<file path="src/rtl/fetch_stage_if.sv">
// Fetch-stage bus: hazard/execute control, instruction-memory port and IF/ID outputs.
// master = fetch stage, slave = decode/hazard/memory side.
interface fetch_stage_if;
  logic        stall;
  logic        flush;
  logic        branch_taken;
  logic [15:0] branch_target;
  logic [15:0] imem_addr;
  logic [15:0] imem_data;
  logic [15:0] instr_out;
  logic [15:0] imm_out;
  logic [15:0] pc_out;
  logic        valid_out;

  modport master (
    input  stall, flush, branch_taken, branch_target, imem_data,
    output imem_addr, instr_out, imm_out, pc_out, valid_out
  );

  modport slave (
    output stall, flush, branch_taken, branch_target, imem_data,
    input  imem_addr, instr_out, imm_out, pc_out, valid_out
  );
endinterface

</file>
<file path="src/rtl/fetch_stage.sv">
// Instruction fetch stage with IF/ID register; FETCH_IMM_EN compiles in two-word
// (opcode + 16-bit immediate) instruction assembly, otherwise every word is single-word.
module fetch_stage #(
  parameter logic [15:0] RESET_PC = 16'h0000,
  parameter logic [15:0] NOP      = 16'h0000
) (
  input logic           clk,
  input logic           rst,
  fetch_stage_if.master bus
);

  logic [15:0] r_pc,     w_pc_nxt;
  logic [15:0] r_instr,  w_instr_nxt;
  logic [15:0] r_pc_out, w_pc_out_nxt;
  logic        r_valid,  w_valid_nxt;

`ifdef FETCH_IMM_EN
  typedef enum logic {FETCH_OP, FETCH_IMM} state_t;
  state_t      r_state,   w_state_nxt;
  logic [15:0] r_op_hold, w_op_hold_nxt;
  logic [15:0] r_op_pc,   w_op_pc_nxt;
  logic [15:0] r_imm,     w_imm_nxt;
`endif

  always_comb begin
    w_pc_nxt     = r_pc;
    w_instr_nxt  = r_instr;
    w_pc_out_nxt = r_pc_out;
    w_valid_nxt  = r_valid;
`ifdef FETCH_IMM_EN
    w_state_nxt   = r_state;
    w_op_hold_nxt = r_op_hold;
    w_op_pc_nxt   = r_op_pc;
    w_imm_nxt     = r_imm;
`endif
    if (bus.branch_taken || bus.flush) begin
      w_instr_nxt = NOP;
      w_valid_nxt = 1'b0;
`ifdef FETCH_IMM_EN
      w_imm_nxt   = '0;
      w_state_nxt = FETCH_OP;
      // A flush mid-instruction rewinds so the opcode word is fetched again.
      if (!bus.branch_taken && r_state == FETCH_IMM)
        w_pc_nxt = r_op_pc;
`endif
      if (bus.branch_taken)
        w_pc_nxt = bus.branch_target;
    end else if (!bus.stall) begin
      w_pc_nxt = r_pc + 16'd1;
`ifdef FETCH_IMM_EN
      if (r_state == FETCH_IMM) begin
        w_instr_nxt  = r_op_hold;
        w_imm_nxt    = bus.imem_data;
        w_pc_out_nxt = r_op_pc;
        w_valid_nxt  = 1'b1;
        w_state_nxt  = FETCH_OP;
      end else if (bus.imem_data[15:14] == 2'b11) begin
        w_op_hold_nxt = bus.imem_data;
        w_op_pc_nxt   = r_pc;
        w_instr_nxt   = NOP;
        w_imm_nxt     = '0;
        w_valid_nxt   = 1'b0;
        w_state_nxt   = FETCH_IMM;
      end else begin
        w_imm_nxt = '0;
`else
      begin
`endif
        w_instr_nxt  = bus.imem_data;
        w_pc_out_nxt = r_pc;
        w_valid_nxt  = 1'b1;
      end
    end
  end

  always_ff @(posedge clk) begin
    if (rst) begin
      r_pc     <= RESET_PC;
      r_instr  <= NOP;
      r_pc_out <= '0;
      r_valid  <= 1'b0;
`ifdef FETCH_IMM_EN
      r_state   <= FETCH_OP;
      r_op_hold <= '0;
      r_op_pc   <= '0;
      r_imm     <= '0;
`endif
    end else begin
      r_pc     <= w_pc_nxt;
      r_instr  <= w_instr_nxt;
      r_pc_out <= w_pc_out_nxt;
      r_valid  <= w_valid_nxt;
`ifdef FETCH_IMM_EN
      r_state   <= w_state_nxt;
      r_op_hold <= w_op_hold_nxt;
      r_op_pc   <= w_op_pc_nxt;
      r_imm     <= w_imm_nxt;
`endif
    end
  end

  assign bus.imem_addr = r_pc;
  assign bus.instr_out = r_instr;
  assign bus.pc_out    = r_pc_out;
  assign bus.valid_out = r_valid;
`ifdef FETCH_IMM_EN
  assign bus.imm_out   = r_imm;
`else
  assign bus.imm_out   = '0;
`endif

endmodule

</file>
<file path="src/flat_wrapper.sv">
// flat-port wrapper written by rule: the top's interface ports become plain ports
module fetch_stage_flat 
#(
  parameter logic [15:0] RESET_PC = 16'h0000,
  parameter logic [15:0] NOP      = 16'h0000
)
  (clk, rst, bus_stall, bus_flush, bus_branch_taken, bus_branch_target, bus_imem_data, bus_imem_addr, bus_instr_out, bus_imm_out, bus_pc_out, bus_valid_out);
  fetch_stage_if bus_i ();
  input logic clk;
  input logic rst;
  input wire logic [$bits(bus_i.stall)-1:0] bus_stall;
  input wire logic [$bits(bus_i.flush)-1:0] bus_flush;
  input wire logic [$bits(bus_i.branch_taken)-1:0] bus_branch_taken;
  input wire logic [$bits(bus_i.branch_target)-1:0] bus_branch_target;
  input wire logic [$bits(bus_i.imem_data)-1:0] bus_imem_data;
  output wire logic [$bits(bus_i.imem_addr)-1:0] bus_imem_addr;
  output wire logic [$bits(bus_i.instr_out)-1:0] bus_instr_out;
  output wire logic [$bits(bus_i.imm_out)-1:0] bus_imm_out;
  output wire logic [$bits(bus_i.pc_out)-1:0] bus_pc_out;
  output wire logic [$bits(bus_i.valid_out)-1:0] bus_valid_out;
  assign bus_i.stall = bus_stall;
  assign bus_i.flush = bus_flush;
  assign bus_i.branch_taken = bus_branch_taken;
  assign bus_i.branch_target = bus_branch_target;
  assign bus_i.imem_data = bus_imem_data;
  assign bus_imem_addr = bus_i.imem_addr;
  assign bus_instr_out = bus_i.instr_out;
  assign bus_imm_out = bus_i.imm_out;
  assign bus_pc_out = bus_i.pc_out;
  assign bus_valid_out = bus_i.valid_out;
  fetch_stage #(.RESET_PC(RESET_PC), .NOP(NOP)) u_core (.clk(clk), .rst(rst), .bus(bus_i));
endmodule
</file>
<file path="config.mk">
export PLATFORM = sky130hd
export DESIGN_NAME = fetch_stage_flat
export DESIGN_NICKNAME = d
export VERILOG_FILES = /design/src/rtl/fetch_stage_if.sv /design/src/rtl/fetch_stage.sv /design/src/flat_wrapper.sv
export SDC_FILE = /design/constraint.sdc
export NUM_CORES = 1
export LEC_CHECK = 0
export ABC_AREA = 0
export BUFFER_PORTS_ARGS = -buffer_cell sky130_fd_sc_hd__buf_4
export CAP_MARGIN = 20
export CORE_MARGIN = 4
export CORE_UTILIZATION = 40
export CTS_BUF_LIST = sky130_fd_sc_hd__clkbuf_4
export DETAILED_ROUTE_END_ITERATION = 10
export PLACE_DENSITY = 0.69
export SLEW_MARGIN = 5
export SYNTH_ARGS = -nofsm -noshare
export SYNTH_HDL_FRONTEND = slang
export SYNTH_SLANG_ARGS = --single-unit
</file>
<file path="constraint.sdc">
create_clock -name clk -period 4.2 [get_ports clk]
set_input_delay 0.63 -clock clk [delete_from_list [all_inputs] [get_ports clk]]
set_output_delay 0.63 -clock clk [all_outputs]
set_load 0.02 [all_outputs]
</file>
==> flow_summary.yaml <==
outcome:
  status: "finished clean"
clock_tree:
  clockBufferDepth: 2
  ctsResizeCount: 0
  post_cts_buffers: 0
  clockRootBuffer: "clkbuf_4"
  htreeDepth: 2
  worstSkewPairLatency_ns: 0.35
  postCtsHoldBufs: 0
  numCtsBuffers: 5
  clkTransAtPathRegs_ns: 0.13
  clock_sinks: 49
  cts_tree: "done"
power_and_ir_drop:
  switchingPower_uw: 258.0
  ir_drop_v: 0.0002389
  p_int_uw: 677.0
  p_clk_frac: 0.287
  leakagePower_nw: 1.408
  switching_share: 0.2760
  p_per_area_nw_per_um2: 307.5
  total_power_uw: 935.1
  p_comb_frac: 0.169
  p_seq_frac: 0.544
hold_path:
  min_path_type: "register to register"
drt:
  drt-vias-per-instance: 4.895
  first_pass_iters: 4
  num_vias: 2007
  drt_wl_total_um: 5562
  remaining_drc_errors: 0
  drt-wirelength-per-cell_um: 13.57
  antenna_left: 0
  drt-initial-drc-count: 88
die:
  start_util: 0.4249
  die_w_um: 85.42
  io_pins: 102
  die_area_um2: 7296
  rows: 27
  die_h_um: 85.42
  core_um2: 5642
worst_setup_path:
  reg2reg_from: "u_core.bus.imem_addr[0]$_SDFFE_PP0P_"
  worstPathRequired_ns: 3.57
  cpPeakStageDelay_ns: 0.56
  rr_worst_depth: 5
  crit_end: "bus_imem_addr[0]"
  r2r_end: "u_core.bus.imem_addr[14]$_SDFFE_PP0P_"
  setup.worst_path.start_class: "register"
  crit_start: "u_core.bus.imem_addr[0]$_SDFFE_PP0P_"
  crit_cells: 1
  critPathCaptureType: "output port"
  crit_type: "register to output port"
  path_buf_inv: 1
  r2r_slack_ns: 2.47
  worstPathCellList: "buf_4"
  crit_arrival_ns: 1.13
  path_delay_family: "flip-flops"
  crit_slowest_cell: "dfxtp_1"
  path_max_fanout: 7
synth:
  synth_warnings: 0
  synth_cell_types: 46
  synth_top_area_frac: 0.4092
  ys_seq_area_frac: 0.4092
  yosys_most_used_dff: "dfxtp_1"
  netlist_area_um2: 2397
  yosys.area.top_type: "dfxtp_1"
  synthCells: 263
  synth_area_per_cell_um2: 9.115
  async_reset_ff_frac: 0
  synthTopCellsByArea: "dfxtp_1 41%, mux2i_1 7.9%, a21oi_1 5.4%, buf_4 5.3%, nand2_1 4.9%"
  ys_ff_latch: 49
  synth-edff-count: 0
sta:
  rsz0062_at_grt: "no"
  timing.setup.tns_ns: 0
  max_freq_ghz: 0.5698
  holdWs_ns: 0.4648
  setup_viol: 0
  period_share: 0.4179
  final.min_clock_period_ns: 1.755
  worstMarginPinSlew_ns: 0.6033
  relSlewSlack: 0.5978
  final_max_slew_viol_count: 0
  fin_skew_ns: 0.005555
  hold_viol: 0
job:
  maxCapViolations: 0
layout:
  final_common_cell: "buf_4"
  area_growth_pct: 26.83
  antennaDiodeCount: 0
  final_cell_mix: "85 x buf_4, 49 x dfxtp_1, 31 x nand2_1"
  final_area_um2: 3040
  final_net_count: 375
  layout-drive-gt1-share: 0.3195
placed_design:
  hpwl_um: 4226
  port_buffers: 85
  dpl-instance-area_um2: 2962
  place_congestion: 0.7982
global_route:
  antenna_found_initial: 0
  grt_pass1_wl_um: 9183
  grt_pass1_vias: 1962
  grt.overflow.total: 0
  grt_usage: 0.1547
  grt_max_degree: 36
-- metal layers --
metal | up-vias | GRT usage | part of all wire
met1 | 912 | 0.1818 | 0.41
li1 | 1015 | - | -
met5 | - | 0 | 0
met3 | 2 | 0.06893 | 0.12
met4 | 0 | 0.04029 | 0.0043
met2 | 78 | 0.2564 | 0.47
-- synthesized netlist by cell type (2+ instances only) --
library cell / n
and3_1: 2
mux2i_1: 19
nor3_4: 3
clkbuf_1: 3
xnor2_1: 3
and4_1: 2
dfxtp_1: 49
nor3_1: 3
o31a_1: 3
a31oi_1: 2
nand2_1: 31
a2111oi_2: 2
nand4_1: 2
xor2_1: 4
or3_1: 2
nor4_4: 2
buf_6: 3
a311oi_1: 3
buf_1: 2
a21oi_1: 26
nor4b_1: 2
o21a_1: 5
nor2_1: 27
nand3_1: 3
buf_4: 17
buf_2: 8
inv_1: 16
-- through the flow --
step | cells | util | setup slack, ns
2_1_floorplan | 278 | - | 2.490
3_3_place_gp | 402 | 0.5250 | 2.108
3_5_place_dp | 402 | 0.5250 | 2.072
4_1_cts | 410 | 0.5389 | 2.408
5_1_grt | 410 | 0.5389 | 2.312
6_report | 410 | 0.5389 | 2.445
-- final cells by class --
type | instances | area (µm²)
fillers | 535 | 2601
repair buffers | 85 | 638.1
clock inverters | 3 | 41.29
inverters | 16 | 60.06
flip-flops and latches | 49 | 980.9
well taps | 72 | 90.09
multi-input cells | 180 | 1192
clock buffers | 5 | 37.54
-- power groups by stage --
stage / sequential, mW / clock, mW / combinational [mW]
detailed placement: 0.519 / 0 / 0.159
CTS: 0.509 / 0.283 / 0.159
global placement: 0.519 / 0 / 0.156
floorplan: 0.532 / 0 / 0.0937
finish: 0.509 / 0.268 / 0.158
global route: 0.512 / 0.301 / 0.173
-- flip-flops by register name, summed over array words and instances (netlist names) --
signal                cells
u_core.bus.imem_addr     16
u_core.bus.valid_out      1
u_core.bus.pc_out        16
u_core.bus.instr_out     16
-- logic make-up (layout without fill, tap and decap cells) --
kind of cell | after synthesis | after routing | synth area share
AND/OR/NAND/NOR | 89 | 89 | 0.2276
adder cells (fa/ha/maj) | 1 | 1 | 0.005218
flip-flops | 49 | 49 | 0.4092
multiplexers | 20 | 20 | 0.08403
buffers and inverters | 49 | 109 | 0.1169
other | 1 | 16 | 0.001564
XOR/XNOR | 7 | 7 | 0.02557
AO/OA/AOI/OAI | 47 | 47 | 0.1300
-- how the worst min path moves through the flow --
stage	start	endpoint	slack, ns	cells past startpoint
6_report	u_core.bus.valid_out$_SDFFE_PP0N_	u_core.bus.valid_out$_SDFFE_PP0N_	0.46	2
5_1_grt	bus_imem_data[10]	u_core.bus.instr_out[10]$_SDFFE_PP0N_	0.48	3
4_1_cts	u_core.bus.pc_out[7]$_SDFFE_PP0P_	u_core.bus.pc_out[7]$_SDFFE_PP0P_	0.47	2
3_5_place_dp	u_core.bus.valid_out$_SDFFE_PP0N_	u_core.bus.valid_out$_SDFFE_PP0N_	0.45	2
3_3_place_gp	u_core.bus.valid_out$_SDFFE_PP0N_	u_core.bus.valid_out$_SDFFE_PP0N_	0.44	2
2_1_floorplan	u_core.bus.valid_out$_SDFFE_PP0N_	u_core.bus.valid_out$_SDFFE_PP0N_	0.53	2
(Power assumes the default switching activity.)
